## src/rtl/noc_pkt_rx.sv

```systemverilog
// Local-port NoC receiver: reassembles per-VC flit streams into a single
// beat stream with sop/eop, head fields and beat index; flags protocol errors.
module noc_pkt_rx #(
  parameter int N_VIRT_CHN = 3,
  parameter int VC_ID_W    = 2,
  parameter int FLIT_WIDTH = 34,
  parameter int PKT_SIZE_W = 8
) (
  input  logic                  clk,
  input  logic                  arst,
  input  logic [FLIT_WIDTH-1:0] flit_data_i,
  input  logic                  valid_i,
  input  logic [VC_ID_W-1:0]    vc_id_i,
  output logic                  ready_o,
  output logic                  pkt_valid_o,
  input  logic                  pkt_ready_i,
  output logic [31:0]           pkt_data_o,
  output logic                  pkt_sop_o,
  output logic                  pkt_eop_o,
  output logic [VC_ID_W-1:0]    pkt_vc_o,
  output logic [1:0]            pkt_x_o,
  output logic [1:0]            pkt_y_o,
  output logic [PKT_SIZE_W-1:0] pkt_size_o,
  output logic [PKT_SIZE_W-1:0] pkt_idx_o,
  output logic                  err_o,
  output logic [VC_ID_W-1:0]    err_vc_o,
  output logic [N_VIRT_CHN-1:0] err_sticky_o,
  input  logic [N_VIRT_CHN-1:0] err_clr_i
);

  typedef enum logic {VC_IDLE, VC_IN_PKT} vc_state_e;

  localparam logic [1:0] T_HEAD = 2'b00;
  localparam logic [1:0] T_BODY = 2'b01;
  localparam logic [1:0] T_TAIL = 2'b10;

  vc_state_e             state_q [N_VIRT_CHN];
  vc_state_e             state_d [N_VIRT_CHN];
  logic [PKT_SIZE_W-1:0] rem_q   [N_VIRT_CHN];
  logic [PKT_SIZE_W-1:0] rem_d   [N_VIRT_CHN];
  logic [PKT_SIZE_W-1:0] size_q  [N_VIRT_CHN];
  logic [PKT_SIZE_W-1:0] size_d  [N_VIRT_CHN];
  logic [PKT_SIZE_W-1:0] idx_q   [N_VIRT_CHN];
  logic [PKT_SIZE_W-1:0] idx_d   [N_VIRT_CHN];
  logic [1:0]            x_q     [N_VIRT_CHN];
  logic [1:0]            x_d     [N_VIRT_CHN];
  logic [1:0]            y_q     [N_VIRT_CHN];
  logic [1:0]            y_d     [N_VIRT_CHN];

  logic                  out_valid_q, out_valid_d;
  logic [31:0]           out_data_q, out_data_d;
  logic                  out_sop_q, out_sop_d;
  logic                  out_eop_q, out_eop_d;
  logic [VC_ID_W-1:0]    out_vc_q, out_vc_d;
  logic [1:0]            out_x_q, out_x_d;
  logic [1:0]            out_y_q, out_y_d;
  logic [PKT_SIZE_W-1:0] out_size_q, out_size_d;
  logic [PKT_SIZE_W-1:0] out_idx_q, out_idx_d;
  logic                  err_q, err_d;
  logic [VC_ID_W-1:0]    err_vc_q, err_vc_d;
  logic [N_VIRT_CHN-1:0] sticky_q, sticky_d;

  logic                  accept;
  logic [1:0]            ftype;
  logic [31:0]           fdata;
  logic                  vc_ok;
  vc_state_e             sel_state, nxt_state;
  logic [PKT_SIZE_W-1:0] sel_rem, sel_size, sel_idx, nxt_rem, nxt_idx;
  logic [1:0]            sel_x, sel_y;
  logic                  emit, flit_err, capture;
  logic [31:0]           b_data;
  logic                  b_sop, b_eop;
  logic [1:0]            b_x, b_y;
  logic [PKT_SIZE_W-1:0] b_size, b_idx;

  assign ready_o = ~arst & (~out_valid_q | pkt_ready_i);
  assign accept  = valid_i & ready_o;
  assign ftype   = flit_data_i[FLIT_WIDTH-1:FLIT_WIDTH-2];
  assign fdata   = flit_data_i[31:0];

  always_comb begin
    vc_ok     = 1'b0;
    sel_state = VC_IDLE;
    sel_rem   = '0;
    sel_size  = '0;
    sel_idx   = '0;
    sel_x     = '0;
    sel_y     = '0;
    for (int v = 0; v < N_VIRT_CHN; v++) begin
      if (int'(vc_id_i) == v) begin
        vc_ok     = 1'b1;
        sel_state = state_q[v];
        sel_rem   = rem_q[v];
        sel_size  = size_q[v];
        sel_idx   = idx_q[v];
        sel_x     = x_q[v];
        sel_y     = y_q[v];
      end
    end
  end

  // Classify the incoming flit against its VC's reassembly state.
  always_comb begin
    emit      = 1'b0;
    flit_err  = 1'b0;
    capture   = 1'b0;
    nxt_state = sel_state;
    nxt_rem   = sel_rem;
    nxt_idx   = sel_idx;
    b_data    = fdata;
    b_sop     = 1'b0;
    b_eop     = 1'b0;
    b_x       = sel_x;
    b_y       = sel_y;
    b_size    = sel_size;
    b_idx     = sel_idx;
    if (!vc_ok) begin
      flit_err = 1'b1;
    end else begin
      case (ftype)
        T_HEAD: begin
          if (sel_state == VC_IDLE) begin
            emit   = 1'b1;
            b_data = {12'h0, fdata[19:0]};
            b_sop  = 1'b1;
            b_x    = fdata[31:30];
            b_y    = fdata[29:28];
            b_size = fdata[27:20];
            b_idx  = '0;
            if (fdata[27:20] == '0) begin
              b_eop = 1'b1;
            end else begin
              capture   = 1'b1;
              nxt_state = VC_IN_PKT;
              nxt_rem   = fdata[27:20];
              nxt_idx   = PKT_SIZE_W'(1);
            end
          end else begin
            flit_err = 1'b1;
          end
        end
        T_BODY: begin
          if (sel_state == VC_IN_PKT && sel_rem > PKT_SIZE_W'(1)) begin
            emit    = 1'b1;
            nxt_rem = sel_rem - PKT_SIZE_W'(1);
            nxt_idx = sel_idx + PKT_SIZE_W'(1);
          end else begin
            flit_err = 1'b1;
          end
        end
        T_TAIL: begin
          if (sel_state == VC_IN_PKT && sel_rem == PKT_SIZE_W'(1)) begin
            emit      = 1'b1;
            b_eop     = 1'b1;
            nxt_state = VC_IDLE;
          end else begin
            flit_err = 1'b1;
          end
        end
        default: flit_err = 1'b1;
      endcase
      if (flit_err) nxt_state = VC_IDLE;
    end
  end

  // Per-VC write-back, error reporting and the single output register.
  always_comb begin
    for (int v = 0; v < N_VIRT_CHN; v++) begin
      state_d[v] = state_q[v];
      rem_d[v]   = rem_q[v];
      size_d[v]  = size_q[v];
      idx_d[v]   = idx_q[v];
      x_d[v]     = x_q[v];
      y_d[v]     = y_q[v];
    end
    sticky_d = sticky_q & ~err_clr_i;
    err_d    = 1'b0;
    err_vc_d = '0;
    if (accept && vc_ok) begin
      for (int v = 0; v < N_VIRT_CHN; v++) begin
        if (int'(vc_id_i) == v) begin
          state_d[v] = nxt_state;
          rem_d[v]   = nxt_rem;
          idx_d[v]   = nxt_idx;
          if (capture) begin
            size_d[v] = fdata[27:20];
            x_d[v]    = fdata[31:30];
            y_d[v]    = fdata[29:28];
          end
          if (flit_err) sticky_d[v] = 1'b1;
        end
      end
    end
    if (accept && flit_err) begin
      err_d    = 1'b1;
      err_vc_d = vc_ok ? vc_id_i : VC_ID_W'(N_VIRT_CHN - 1);
    end

    out_valid_d = out_valid_q & ~pkt_ready_i;
    out_data_d  = out_data_q;
    out_sop_d   = out_sop_q;
    out_eop_d   = out_eop_q;
    out_vc_d    = out_vc_q;
    out_x_d     = out_x_q;
    out_y_d     = out_y_q;
    out_size_d  = out_size_q;
    out_idx_d   = out_idx_q;
    if (accept && emit) begin
      out_valid_d = 1'b1;
      out_data_d  = b_data;
      out_sop_d   = b_sop;
      out_eop_d   = b_eop;
      out_vc_d    = vc_id_i;
      out_x_d     = b_x;
      out_y_d     = b_y;
      out_size_d  = b_size;
      out_idx_d   = b_idx;
    end
  end

  always_ff @(posedge clk) begin
    if (arst) begin
      for (int v = 0; v < N_VIRT_CHN; v++) begin
        state_q[v] <= VC_IDLE;
        rem_q[v]   <= '0;
        size_q[v]  <= '0;
        idx_q[v]   <= '0;
        x_q[v]     <= '0;
        y_q[v]     <= '0;
      end
      out_valid_q <= 1'b0;
      out_data_q  <= '0;
      out_sop_q   <= 1'b0;
      out_eop_q   <= 1'b0;
      out_vc_q    <= '0;
      out_x_q     <= '0;
      out_y_q     <= '0;
      out_size_q  <= '0;
      out_idx_q   <= '0;
      err_q       <= 1'b0;
      err_vc_q    <= '0;
      sticky_q    <= '0;
    end else begin
      for (int v = 0; v < N_VIRT_CHN; v++) begin
        state_q[v] <= state_d[v];
        rem_q[v]   <= rem_d[v];
        size_q[v]  <= size_d[v];
        idx_q[v]   <= idx_d[v];
        x_q[v]     <= x_d[v];
        y_q[v]     <= y_d[v];
      end
      out_valid_q <= out_valid_d;
      out_data_q  <= out_data_d;
      out_sop_q   <= out_sop_d;
      out_eop_q   <= out_eop_d;
      out_vc_q    <= out_vc_d;
      out_x_q     <= out_x_d;
      out_y_q     <= out_y_d;
      out_size_q  <= out_size_d;
      out_idx_q   <= out_idx_d;
      err_q       <= err_d;
      err_vc_q    <= err_vc_d;
      sticky_q    <= sticky_d;
    end
  end

  assign pkt_valid_o  = out_valid_q;
  assign pkt_data_o   = out_data_q;
  assign pkt_sop_o    = out_sop_q;
  assign pkt_eop_o    = out_eop_q;
  assign pkt_vc_o     = out_vc_q;
  assign pkt_x_o      = out_x_q;
  assign pkt_y_o      = out_y_q;
  assign pkt_size_o   = out_size_q;
  assign pkt_idx_o    = out_idx_q;
  assign err_o        = err_q;
  assign err_vc_o     = err_vc_q;
  assign err_sticky_o = sticky_q;

endmodule

```

## config.mk

```make
export PLATFORM = sky130hd
export DESIGN_NAME = noc_pkt_rx
export DESIGN_NICKNAME = d
export VERILOG_FILES = /design/src/rtl/noc_pkt_rx.sv
export SDC_FILE = /design/constraint.sdc
export NUM_CORES = 1
export LEC_CHECK = 0
export ABC_AREA = 1
export ABC_CLOCK_PERIOD_IN_PS = 2500
export BUFFER_PORTS_ARGS = -buffer_cell sky130_fd_sc_hd__buf_2
export CELL_PAD_IN_SITES_DETAIL_PLACEMENT = 1
export CELL_PAD_IN_SITES_GLOBAL_PLACEMENT = 2
export CORE_UTILIZATION = 32
export CTS_CLUSTER_DIAMETER = 100
export DETAILED_ROUTE_END_ITERATION = 16
export PLACE_DENSITY_LB_ADDON = 0.15
export SETUP_SLACK_MARGIN = 0.2
export SLEW_MARGIN = 20
export SYNTH_ARGS = -nofsm -noshare
export SYNTH_HDL_FRONTEND = slang
export SYNTH_SLANG_ARGS = --single-unit
```

## constraint.sdc

```tcl
create_clock -name clk -period 2.5 [get_ports clk]
set_input_delay 0.25 -clock clk [delete_from_list [all_inputs] [get_ports clk]]
set_output_delay 0.25 -clock clk [all_outputs]
set_load 0.02 [all_outputs]
```

Yosys cells after proc, flatten, opt, wreduce, memory -nomap -nowiden
Memories as Yosys holds them, arrays and structs flattened. Cells that the tools add are included.

Memories: 6. Bits in registers: 63. Input port bits: 43. RAM bits: 87. Word-level logic and storage cells: 202.

Multiplexer cells: 136. Equal/unequal tests: 5. $add $sub $neg: 2. $lt $le $gt $ge: 1. Reductions and logical operators: 10. Bitwise gates (word level): 29.

Memory list: idx_q (words 3, width 8, read ports 3, clocked after memory_dff 0, write ports 3, line 43) `logic [PKT_SIZE_W-1:0] idx_q [N_VIRT_CHN];`; rem_q (words 3, width 8, read ports 3, clocked after memory_dff 0, write ports 3, line 39) `logic [PKT_SIZE_W-1:0] rem_q [N_VIRT_CHN];`; size_q (words 3, width 8, read ports 3, clocked after memory_dff 0, write ports 3, line 41) `logic [PKT_SIZE_W-1:0] size_q [N_VIRT_CHN];`; x_q (words 3, width 2, read ports 3, clocked after memory_dff 0, write ports 3, line 45) `logic [1:0] x_q [N_VIRT_CHN];`; y_q (words 3, width 2, read ports 3, clocked after memory_dff 0, write ports 3, line 47) `logic [1:0] y_q [N_VIRT_CHN];`; state_q (words 3, width 1, read ports 3, clocked after memory_dff 0, write ports 3, line 37) `vc_state_e state_q [N_VIRT_CHN];`.

Operators with widths (count): $mux W8 (44); $mux W32 (3); $mux W24 (3); $mux W2 (31); $mux W1 (45); $pmux W8 S2 (2); $or A1 B1 Y1 (19); $mux W6 (2); $add A8 B1 Y8 const B (1); $eq A8 B1 Y1 const B (1); $gt A8 B1 Y1 const B (1); $logic_not A8 Y1 (1); $sub A8 B1 Y8 const B (1); $eq A2 B2 Y1 const B (3); $mux W3 (2); $pmux W1 S3 (2); $logic_and A1 B1 Y1 (5); $not A1 Y1 (5); $logic_not A2 Y1 (2); $pmux W1 S2 (2); $and A1 B1 Y1 (3); $and A3 B3 Y3 (1); $not A3 Y3 (1); $reduce_or A3 Y1 (1); other kinds (2) (2).

Logic depth before layout (Yosys ltp)
Word-level depth: 14. Mapped depth: 19. Gate-level depth less buffers: 17.

Least setup slack after synthesis
Ideal clock, no wire load.

Kind: input-to-reg. Start point: input port vc_id_i[0]. End point: register out_size_q[2] (netlist: pkt_size_o[2]). Path buffers: 4. Path slack: 0.243 ns. Stages: 17. Data required time: 2.384 ns. Arrival: 2.141 ns. Setup time: 0.116 ns. Cells stage by stage: buf_4 nor2_2 buf_4 nand2_1 o211ai_1 ha_1 nand2_1 nor2_2 nand3_2 nand2_2 nand3_4 nor2_4 inv_2 buf_6 buf_4 nor2_1 nor2_1.

Cells in the longest elaborated chain, start to end: 10. Elaborated cells on any way between the ends: 28.

Ends and longest elaborated chain: start: declaration (line 13) `input logic [VC_ID_W-1:0] vc_id_i,`; $logic_not A2 Y1 (line 90) `if (int'(vc_id_i) == v) begin`; $mux W8 (3 in a row) (line 90); $gt A8 B1 Y1 / $eq A8 B1 Y1 (equally long branches) (line 143, 152); $logic_and A1 B1 Y1 (on tied branches) (line 143, 152); $mux W1 (on tied branches) (line 143, 152); $pmux W1 S3 (line 120) `case (ftype)`; $mux W1 (line 117) `if (!vc_ok) begin`; $logic_and A1 B1 Y1 (line 208) `if (accept && emit) begin`; end signal: assignment (line 259) `out_size_q <= out_size_d;`; end: declaration (line 57) `logic [PKT_SIZE_W-1:0] out_size_q, out_size_d;`.

Parallel ways exist; a longest one is shown, timed or not. A chain may end at the register's enable or synchronous reset.

==> metrics.md <==
| Metric | Value |
|---|---|
| Status | complete, no violations |
| Site Rows | 54 |
| Initial antenna violation count | 0 |
| Tot GR Track Use | 22.5% |
| Startpoint Class | register |
| Final worst path period share | 86.9% |
| Pin count of the biggest net entering global routing | 56 |
| H-tree depth | 4 |
| Final-report hold violation count | 0 |
| Post-Route WL | 25500 µm |
| Boundary Pins | 107 |
| Root buffer cell | clkbuf_16 |
| Yosys top cell by area | dfxtp_1 |
| VDD IR max | 0.408 mV |
| Number of buffers created by CTS | 17 |
| Vias/cell | 4.89 |
| Mapped Area | 0.00730 mm² |
| Slew Limit Headroom | 53.1% |
| Hold slack | 0.0388 ns |
| Seq/Total Area, Yosys | 41.1% |
| Number of remaining DRC errors | 0 |
| Die W | 153 µm |
| Gr busiest metal | met2 |
| Clock-pin transition on the worst setup and hold timing paths | 0.07 ns |
| Synth top area cells | dfxtp_1, nand2_1, o21ai_0, a21oi_1, inv_1 |
| Vias in the first global route | 7416 |
| Critical Path RT | 2.79 ns |
| WL/cell | 17.4 µm |
| Syn nets | 1089 |
| Synth Register Bits | 150 |
| 1st-iter DRT viols | 244 |
| Post-layout min period | 2.17 ns |
| Post-synthesis cell type count | 32 |
| Critical setup path kind | reg2reg |
| R2r setup slk | 0.33 ns |
| Setup WS pre-CTS | -0.0464 ns |
| I/O Buffers | 106 |
| Final weighted congestion in routability-driven placement | 0.817 |
| Global-route wire length before repair | 41100 µm |
| Hold crit path type | in2reg |
| Final std cells w/o fill | 1471 |
| Pwr per Cell Area | 640 mW/mm² |
| Nets | 1224 |
| Total power | 5.85 mW |
| Drt first pass iters | 4 |
| Syn-to-layout area delta | 25.2% |
| Yosys warns | 0 |
| RSZ-0062 raised after global routing | no |
| CTS tree | yes |
| CTS max path bufs | 2 |
| CP Capture Type | register |
| Post-DRT Antenna Nets | 0 |
| Clock skew | 0.0148 ns |
| Setup violation total in the final timing report | 0 |
| Clk sink count | 150 |
| Max Clock Freq | 0.461 GHz |
| GR Util met3 | 3.60% |
| Worst Path Arrival | 2.47 ns |
| Vias post-DR | 7198 |
| Top-area cell type share of the netlist area | 41.1% |
| Post-DP HPWL | 18100 µm |
| Met2 Track Usage GR | 37.3% |
| Setup ws final | 0.329 ns |
| Insertion delay to the later sink of the worst-skew pair | 0.44 ns |
| Placed insts | 1434 |
| Grt met1 use | 30.2% |
| Die Y | 153 µm |
| Cells after Synth | 1043 |
| Die ar. | 0.0234 mm² |
| Core area | 0.0221 mm² |
| Max Transition Viols Final | 0 |
| Layout cell share with drive strength beyond 1 | 23.9% |
| CP Max Fanout | 27 |
| Overflow after GRT | 0 |
| Worst slew pin tran | 0.703 ns |
| Max-cap violations | 0 |
| Lkg Pwr | 4.11 nW |
| Ant. Diodes | 0 |
| Syn Area/Cell | 7.00 µm² |
| Initial Utilization | 33.1% |
## metrics by stage
stage	TNS [ns]	area [µm²]	utilization, %
after floorplan	0	7300	-
after global placement	-0.280	8400	38.0
after detailed placement	-0.106	8400	38.0
after CTS	0	9010	40.8
after global routing	0	9140	41.4
final	0	9140	41.4
## worst paths after layout
path	start	to	cells past startpoint
min reg2reg	pkt_size_o[5]$_SDFFE_PP0P_	pkt_size_o[5]$_SDFFE_PP0P_	2
max	rem_q[0][9]$_SDFFE_PP0P_	pkt_data_o[25]$_SDFFE_PP0P_	15
max reg2reg	rem_q[0][9]$_SDFFE_PP0P_	pkt_data_o[25]$_SDFFE_PP0P_	15
min	flit_data_i[4]	pkt_data_o[4]$_SDFFE_PP0P_	3
## critical path: stages, from the launching register on
cell and delay (ns):
dfxtp_2 0.33, inv_1 0.06, o21ai_2 0.12, nand3_2 0.12
ha_1 0.22, inv_1 0.05, nor2_1 0.04, nand2_1 0.12
nand3_4 0.11, nand2_4 0.10, nand3_4 0.08, nor2_4 0.24
inv_4 0.10, buf_12 0.18, nand2_1 0.10, a21oi_2 0.06
## cell usage in the layout (no fill, tap or decap), types with 11 or more instances in the layout
cell type	Yosys	routed
nand4_1	14	14
a21oi_1	109	108
o21ai_0	114	113
buf_4	4	57
clkbuf_16	0	19
dfxtp_1	150	149
inv_1	123	122
nand3_2	30	30
o22ai_1	16	16
nand2_1	195	194
nor2_2	7	11
buf_2	8	106
nor2_1	123	119
a21oi_2	12	13
nand3_1	55	54
## synthesized netlist by cell type
library cell / n
nor3_1: 5
o211ai_1: 2
nor2_4: 5
o22ai_1: 16
o21bai_1: 1
o21ai_1: 4
a21oi_1: 109
nand3_1: 55
buf_12: 1
o31ai_1: 2
xor2_1: 1
buf_6: 6
nand2_1: 195
inv_2: 6
nand4_1: 14
nand3b_1: 1
ha_1: 3
buf_8: 2
inv_1: 123
or2_2: 1
o21ai_0: 114
nor2_2: 7
buf_4: 4
nand2_2: 4
nand3_4: 2
nor2_1: 123
buf_2: 8
dfxtp_1: 150
nand3_2: 30
clkbuf_1: 36
a21oi_2: 12
and3_4: 1
## routing by layer
layer | vias up | wire length [µm]
li1 | 3667 | -
met1 | 3390 | 12300
met2 | 131 | 12000
met3 | 10 | 1050
met4 | 0 | 189
met5 | - | 0
## area by class of cell
cell class | instances | area (µm²)
clock buffers | 17 | 425
clock inverters | 15 | 180
fillers | 2832 | 12900
inverters | 129 | 487
multi-input cells | 707 | 3550
flip-flops and latches | 150 | 3000
well taps | 280 | 350
repair buffers | 173 | 1150
## sequential cells by signal, indices dropped and copies added, names as in the netlist, 6 cells and up
signal and cells:
pkt_data_o 32, idx_q 24, rem_q 24, size_q 24
pkt_idx_o 8, pkt_size_o 8, x_q 6, y_q 6
## power by group
part	internal (mW)	total, mW	switching [mW]
clock	1.44	2.70	1.26
combinational	0.222	0.668	0.446
sequential	2.45	2.48	0.0309
## cells by family (layout without fill, tap and decap cells)
kind of cell / Yosys count / after routing / share of synthesized area, %
xor gates and xnor gates: 1 / 1 / 0.120
adders and majority gates: 3 / 3 / 0.514
and+or+nand+nor: 443 / 443 / 28.3
AOI/OAI and AO/OA: 260 / 260 / 18.9
DFF: 150 / 150 / 41.1
buffers and inverters: 186 / 334 / 11.1
## repair_timing
action | 4_1_cts | 5_1_grt
resized for setup | 0 | 14
setup buffers | 0 | 1
hold buffers | 1 | 0
setup endpoints to repair | 0 | 82
endpoints found under the hold margin | 1 | 0
Note: power is estimated with default switching activity, not from simulation.
